### src/rtl/part_pkg.sv
// Shared definitions for the partition merge/split stages.
package part_pkg;

  localparam int NUM_CH = 3;
  localparam int DW     = 8;

  typedef logic [DW-1:0] data_t;
  typedef logic [1:0]    ch_t;

  // Channel indices live in 0..2, so the successor wraps explicitly instead of mod 4.
  function automatic ch_t ch_inc(input ch_t c);
    return (c == 2'd2) ? 2'd0 : c + 2'd1;
  endfunction

endpackage

### src/rtl/part_o_split_if.sv
// Byte-stream split bus: one write port in, three show-ahead read channels out.
interface part_o_split_if #(
  parameter int DW = 8
);

  logic          wen;
  logic [DW-1:0] i_data;
  logic          freeze;
  logic [2:0]    ren;
  logic [2:0]    valid;
  logic [DW-1:0] o_data0;
  logic [DW-1:0] o_data1;
  logic [DW-1:0] o_data2;
  logic [15:0]   drop_cnt;

  // The producer/consumer side drives the write and read strobes.
  modport master (
    output wen, i_data, ren,
    input  freeze, valid, o_data0, o_data1, o_data2, drop_cnt
  );

  modport slave (
    input  wen, i_data, ren,
    output freeze, valid, o_data0, o_data1, o_data2, drop_cnt
  );

endinterface

### src/rtl/part_o_fifo.sv
// Small show-ahead FIFO for one split channel; dout always shows the head entry.
module part_o_fifo #(
  parameter int DEPTH = 4,
  parameter int DW    = 8
) (
  input  logic                     clk_i,
  input  logic                     reset,
  input  logic                     push,
  input  logic                     pop,
  input  logic [DW-1:0]            din,
  output logic [DW-1:0]            dout,
  output logic                     empty,
  output logic                     full,
  output logic [$clog2(DEPTH):0]   count
);

  localparam int AW = $clog2(DEPTH);
  localparam logic [AW:0] FULL_CNT = (AW + 1)'(DEPTH);

  logic [DW-1:0] mem [DEPTH];
  logic [AW-1:0] wr_ptr;
  logic [AW-1:0] rd_ptr;
  logic [AW:0]   cnt;
  logic          do_push;
  logic          do_pop;

  // A pop on an empty FIFO is ignored so the pointers can never underflow.
  assign do_push = push & ~full;
  assign do_pop  = pop & ~empty;

  always_ff @(posedge clk_i or posedge reset) begin
    if (reset) begin
      wr_ptr <= '0;
      rd_ptr <= '0;
      cnt    <= '0;
      for (int i = 0; i < DEPTH; i++) begin
        mem[i] <= '0;
      end
    end else begin
      if (do_push) begin
        mem[wr_ptr] <= din;
        wr_ptr      <= wr_ptr + 1'b1;
      end
      if (do_pop) begin
        rd_ptr <= rd_ptr + 1'b1;
      end
      case ({do_push, do_pop})
        2'b10:   cnt <= cnt + 1'b1;
        2'b01:   cnt <= cnt - 1'b1;
        default: cnt <= cnt;
      endcase
    end
  end

  assign dout  = mem[rd_ptr];
  assign empty = (cnt == '0);
  assign full  = (cnt == FULL_CNT);
  assign count = cnt;

endmodule

### src/rtl/part_o_split.sv
// Round-robin 1:3 byte splitter feeding three show-ahead channel FIFOs.
// Optional dropped-write counter enabled by defining PART_SPLIT_DROPCNT_EN.
module part_o_split #(
  parameter int DEPTH = 4,
  parameter int DW    = part_pkg::DW
) (
  input  logic           clk_i,
  input  logic           reset,
  part_o_split_if.slave  bus
);

  import part_pkg::*;

  localparam int CW = $clog2(DEPTH) + 1;
  localparam logic [CW-1:0] FULL_CNT = CW'(DEPTH);

  ch_t           rr_ptr;
  ch_t           scan1;
  ch_t           scan2;
  ch_t           target;
  logic [2:0]    full;
  logic [2:0]    empty;
  logic [2:0]    push;
  logic [DW-1:0] dout  [NUM_CH];
  logic [CW-1:0] count [NUM_CH];
  logic          freeze;
  logic          accept;

  // Selection only looks at pre-edge fullness, so a full channel popped this cycle is skipped.
  always_comb begin
    scan1  = ch_inc(rr_ptr);
    scan2  = ch_inc(scan1);
    target = scan2;
    if (!full[rr_ptr]) begin
      target = rr_ptr;
    end else if (!full[scan1]) begin
      target = scan1;
    end
  end

  assign freeze = (count[0] == FULL_CNT) & (count[1] == FULL_CNT) & (count[2] == FULL_CNT);
  assign accept = bus.wen & ~freeze;

  always_comb begin
    push = 3'b000;
    if (accept) begin
      push[target] = 1'b1;
    end
  end

  always_ff @(posedge clk_i or posedge reset) begin
    if (reset) begin
      rr_ptr <= 2'd0;
    end else if (accept) begin
      rr_ptr <= ch_inc(target);
    end
  end

  for (genvar k = 0; k < NUM_CH; k++) begin : g_ch
    part_o_fifo #(
      .DEPTH (DEPTH),
      .DW    (DW)
    ) u_fifo (
      .clk_i (clk_i),
      .reset (reset),
      .push  (push[k]),
      .pop   (bus.ren[k]),
      .din   (bus.i_data),
      .dout  (dout[k]),
      .empty (empty[k]),
      .full  (full[k]),
      .count (count[k])
    );
  end

  assign bus.valid   = ~empty;
  assign bus.freeze  = freeze;
  assign bus.o_data0 = dout[0];
  assign bus.o_data1 = dout[1];
  assign bus.o_data2 = dout[2];

`ifdef PART_SPLIT_DROPCNT_EN
  logic [15:0] drop_cnt;

  // Counts every write attempt that hit a frozen splitter, sticking at all-ones.
  always_ff @(posedge clk_i or posedge reset) begin
    if (reset) begin
      drop_cnt <= 16'h0000;
    end else if (bus.wen && freeze && (drop_cnt != 16'hFFFF)) begin
      drop_cnt <= drop_cnt + 16'h0001;
    end
  end

  assign bus.drop_cnt = drop_cnt;
`else
  assign bus.drop_cnt = 16'h0000;
`endif

endmodule
### src/flat_wrapper.sv
// flat-port wrapper written by rule: the top's interface ports become plain ports
module part_o_split_flat import part_pkg::*;
#(
  parameter int DEPTH = 4,
  parameter int DW    = part_pkg::DW
)
  (clk_i, reset, bus_wen, bus_i_data, bus_ren, bus_freeze, bus_valid, bus_o_data0, bus_o_data1, bus_o_data2, bus_drop_cnt);
  part_o_split_if #(.DW(DW)) bus_i ();
  input  logic clk_i;
  input  logic reset;
  input wire logic [$bits(bus_i.wen)-1:0] bus_wen;
  input wire logic [$bits(bus_i.i_data)-1:0] bus_i_data;
  input wire logic [$bits(bus_i.ren)-1:0] bus_ren;
  output wire logic [$bits(bus_i.freeze)-1:0] bus_freeze;
  output wire logic [$bits(bus_i.valid)-1:0] bus_valid;
  output wire logic [$bits(bus_i.o_data0)-1:0] bus_o_data0;
  output wire logic [$bits(bus_i.o_data1)-1:0] bus_o_data1;
  output wire logic [$bits(bus_i.o_data2)-1:0] bus_o_data2;
  output wire logic [$bits(bus_i.drop_cnt)-1:0] bus_drop_cnt;
  assign bus_i.wen = bus_wen;
  assign bus_i.i_data = bus_i_data;
  assign bus_i.ren = bus_ren;
  assign bus_freeze = bus_i.freeze;
  assign bus_valid = bus_i.valid;
  assign bus_o_data0 = bus_i.o_data0;
  assign bus_o_data1 = bus_i.o_data1;
  assign bus_o_data2 = bus_i.o_data2;
  assign bus_drop_cnt = bus_i.drop_cnt;
  part_o_split #(.DEPTH(DEPTH), .DW(DW)) u_core (.clk_i(clk_i), .reset(reset), .bus(bus_i));
endmodule
### config.mk
export PLATFORM = sky130hd
export DESIGN_NAME = part_o_split_flat
export DESIGN_NICKNAME = d
export VERILOG_FILES = /design/src/rtl/part_pkg.sv /design/src/rtl/part_o_split_if.sv /design/src/rtl/part_o_fifo.sv /design/src/rtl/part_o_split.sv /design/src/flat_wrapper.sv
export SDC_FILE = /design/constraint.sdc
export NUM_CORES = 1
export LEC_CHECK = 0
export ABC_AREA = 1
export BUFFER_PORTS_ARGS = -buffer_cell sky130_fd_sc_hd__buf_2
export CAP_MARGIN = 0
export CORE_MARGIN = 1
export CORE_UTILIZATION = 30
export DETAILED_ROUTE_END_ITERATION = 6
export GPL_ROUTABILITY_DRIVEN = 0
export PLACE_DENSITY = 0.45
export SYNTH_ARGS = -nofsm -noshare
export SYNTH_HDL_FRONTEND = slang
export SYNTH_SLANG_ARGS = --single-unit
### constraint.sdc
create_clock -name clk_i -period 3.31 [get_ports clk_i]
set_clock_uncertainty 0.1 [all_clocks]
set_input_delay 0.1655 -clock clk_i [delete_from_list [all_inputs] [get_ports clk_i]]
set_output_delay 0.1655 -clock clk_i [all_outputs]
set_load 0.01 [all_outputs]
==> results.yml <==
status:
  status: "finished, final reports clean"
placed_design:
  place.detailed.hpwl_mm: 11.35
  placed_cells: 1015
  portBuffers: 41
worst_setup_path:
  r2r_setup_slack_ns: 0.62
  timing.critical_path.from_type: "register"
  crit_path_frequent_cell: "nand2_1"
  criticalPathCategory: "register to register"
  crit_chain: "nor2_1, nand2_1, nand2_1, nand4_1, nand2_1, nor2_2, inv_1, ha_1, inv_1, fa_1, a21oi_1, o21ai_0, xor2_1"
  worst-endpoint-required_ns: 3.49
  cp_top_family: "simple AND/OR/NAND/NOR gates"
  startpoint: "u_core.g_ch[0].u_fifo.count[0]$_DFFE_PP0P_"
  crit_path_max_fanout: 5
  max_stage_delay_ns: 0.42
  r2r-end: "u_core.g_ch[0].u_fifo.count[2]$_DFFE_PP0P_"
  crit_buf_inv: 2
  reg2reg_depth: 13
  crit_path_top_delay_cell: "dfrtp_1"
  r2r_start: "u_core.g_ch[0].u_fifo.count[0]$_DFFE_PP0P_"
  arrival_ns: 2.86
  endpoint_kind: "register"
floorplan:
  core_mm2: 0.02023
  start_util: 0.3067
  dieArea_mm2: 0.02127
  row_count: 52
  die_w_um: 145.8
  ios: 58
  die_y_um: 145.8
cts:
  clk_latency_ns: 0.41
  clk_pin_slew_ns: 0.05
  cts_buffer_depth: 2
  cts-root-buf: "clkbuf_16"
  cts_resized: 0
  cts-buffers-inserted: 17
  cts.sinks: 119
  cts_max_level: 4
  cts_tree: "yes"
  cts_setup_buffers: 0
timing:
  period_minus_slack_ns: 2.685
  setup_tns_ns: 0
  timing.final.crit_share: 0.8112
  final-setup-viol-count: 0
  rsz0062_at_grt: "false"
  fmax_mhz: 372.4
  final_hold_viol_count: 0
  maxSlewViolCount: 0
  slew_headroom: 0.5596
  hold_ws_ns: 0.02162
  tightest_slew_ns: 0.6548
global_routing:
  grt_max_degree: 59
  gr-usage-all-layers: 0.1729
  overflow: 0
  grt_pass1_wl_mm: 28.75
  antenna_found_initial: 1
  grt_pass1_vias: 5189
layout:
  instances_no_fill: 1048
  area_growth_pct: 16.59
  final_nets: 797
  multi_input_area_mm2: 0.002803
  seqCellArea_mm2: 0.002978
  insertedDiodeCount: 0
  drive_gt1_frac: 0.1337
  fill_cells: 2093
drt:
  num_vias: 5215
  ant_nets: 0
  wl_per_cell_um: 16.68
  route.detailed.drc: 0
  topRoutingLayerUsed: "met5"
  wl_met3_um: 743
  routedLengthMet1_mm: 8.581
  firstDrtPassIters: 5
  avgViaCountPerCell: 4.976
  wl_met2_mm: 7.903
  drtIter0Drc: 440
  wirelength_mm: 17.48
run:
  maxCapViolations: 0
yosys:
  netlist_area_mm2: 0.006206
  synth_cell_types: 32
  seq_area_frac_synth: 0.4798
  syn_inst: 746
  avgSynthCellArea_um2: 8.319
  synth_warnings: 0
  ys_ff_latch: 119
hold_path:
  min_from: "bus_ren[0]"
  holdPathStages: 5
  hold_path_end: "u_core.g_ch[0].u_fifo.rd_ptr[0]$_DFFE_PP0P_"
  hold_path.class: "primary input to register"
power:
  power_density_mw_per_mm2: 1149
  power.static_leakage_nw: 3.677
  p_total_w: 0.008313
  vdd_drop_max_uv: 399.6
sequential cells by signal, indices dropped and copies added (netlist names):
name	flops
u_core.g_ch.u_fifo.wr_ptr	6
u_core.g_ch.u_fifo.mem	96
u_core.g_ch.u_fifo.rd_ptr	6
u_core.rr_ptr	2
u_core.g_ch.u_fifo.count	9
worst reg2reg max path, delay by kind of cell, from the launching register on:
| family | cells | cell delay, ns |
|---|---|---|
| and+or+nand+nor | 6 | 0.90 |
| adders and majority gates | 2 | 0.53 |
| DFF | 1 | 0.42 |
| AOI/OAI and AO/OA | 2 | 0.29 |
| xor gates and xnor gates | 1 | 0.17 |
| buffers and inverters | 2 | 0.15 |
metal layers:
layer	global-route usage	up-vias
met5	0	-
met3	0.03636	22
met1	0.2438	2563
li1	-	2506
met2	0.2634	122
met4	0.05579	2
how the worst max path moves through the flow:
stage | to | slack (ns) | cells after the start
finish | u_core.g_ch[0].u_fifo.count[2]$_DFFE_PP0P_ | 0.62 | 13
floorplan | u_core.g_ch[0].u_fifo.count[2]$_DFFE_PP0P_ | 0.82 | 14
global placement | u_core.g_ch[2].u_fifo.count[2]$_DFFE_PP0P_ | 0.72 | 13
CTS | u_core.g_ch[1].u_fifo.count[2]$_DFFE_PP0P_ | 0.63 | 12
global route | u_core.g_ch[1].u_fifo.count[2]$_DFFE_PP0P_ | 0.40 | 12
detailed placement | u_core.g_ch[1].u_fifo.count[2]$_DFFE_PP0P_ | 0.64 | 12
stage by stage:
step | setup slack, ns | cell area (um2) | util
finish | 0.6248 | 7236 | 0.3576
global route | 0.3984 | 7236 | 0.3576
CTS | 0.6301 | 7236 | 0.3576
detailed placement | 0.6427 | 6524 | 0.3224
global placement | 0.7242 | 6524 | 0.3224
floorplan | 0.8196 | 6266 | -
cells in the mapped netlist (all sizes together):
cell type / number / share of area
o21ai: 58 / 0.049
conb: 1 / 0.00060
inv: 33 / 0.020
o22ai: 24 / 0.024
ha: 15 / 0.030
nor3: 1 / 0.00081
xor2: 9 / 0.013
clkbuf: 28 / 0.017
dfrtp: 119 / 0.48
a21boi: 4 / 0.0073
a21oi: 4 / 0.0050
fa: 3 / 0.0097
nand3: 41 / 0.033
buf: 37 / 0.042
nor2: 61 / 0.040
nand4: 74 / 0.079
xnor2: 3 / 0.0042
nand2: 231 / 0.15
area by class of cell:
class | count | share of cell area
inverter | 33 | 0.01764
multi-input combinational | 544 | 0.3873
timing repair buffer | 50 | 0.03977
sequential | 119 | 0.4116
clock inverter | 13 | 0.03441
clock buffer | 19 | 0.06260
tap | 270 | 0.04669
placed cells by master (no fill, tap or decap), types with 3 or more instances in the layout:
cell	n
buf_2	41
fa_1	3
clkbuf_16	17
nand2_1	224
dfrtp_1	119
nand2_4	5
clkinv_2	3
inv_1	30
nor2_1	56
bufinv_16	7
conb_1	16
clkinvlp_4	3
nand4_2	4
nor2_2	4
o22ai_1	24
nand4_1	70
a21oi_1	3
buf_4	7
xnor2_1	3
nand3_1	41
o21ai_0	56
ha_1	15
xor2_1	9
cells by family after synthesis:
| kind of cell | count (synthesis) | share of synthesized area |
|---|---|---|
| xor+xnor | 12 | 0.01694 |
| flops | 119 | 0.4798 |
| buf+inv | 98 | 0.07883 |
| simple gates | 408 | 0.2988 |
| other cells | 1 | 0.0006043 |
| fa+ha+maj | 18 | 0.03992 |
| compound gates | 90 | 0.08508 |
where the power goes:
| group | total [W] | switching, W | internal (W) |
|---|---|---|---|
| combinational | 0.00349 | 0.00232 | 0.00117 |
| sequential | 0.00263 | 0.000518 | 0.00211 |
| clock | 0.00220 | 0.000673 | 0.00152 |
what timing repair did:
action,in CTS,in global routing
hold buffers,1,0
endpoints found under the setup margin,0,0
hold endpoints to repair,22,0
Power figures use the tool's default switching activity.
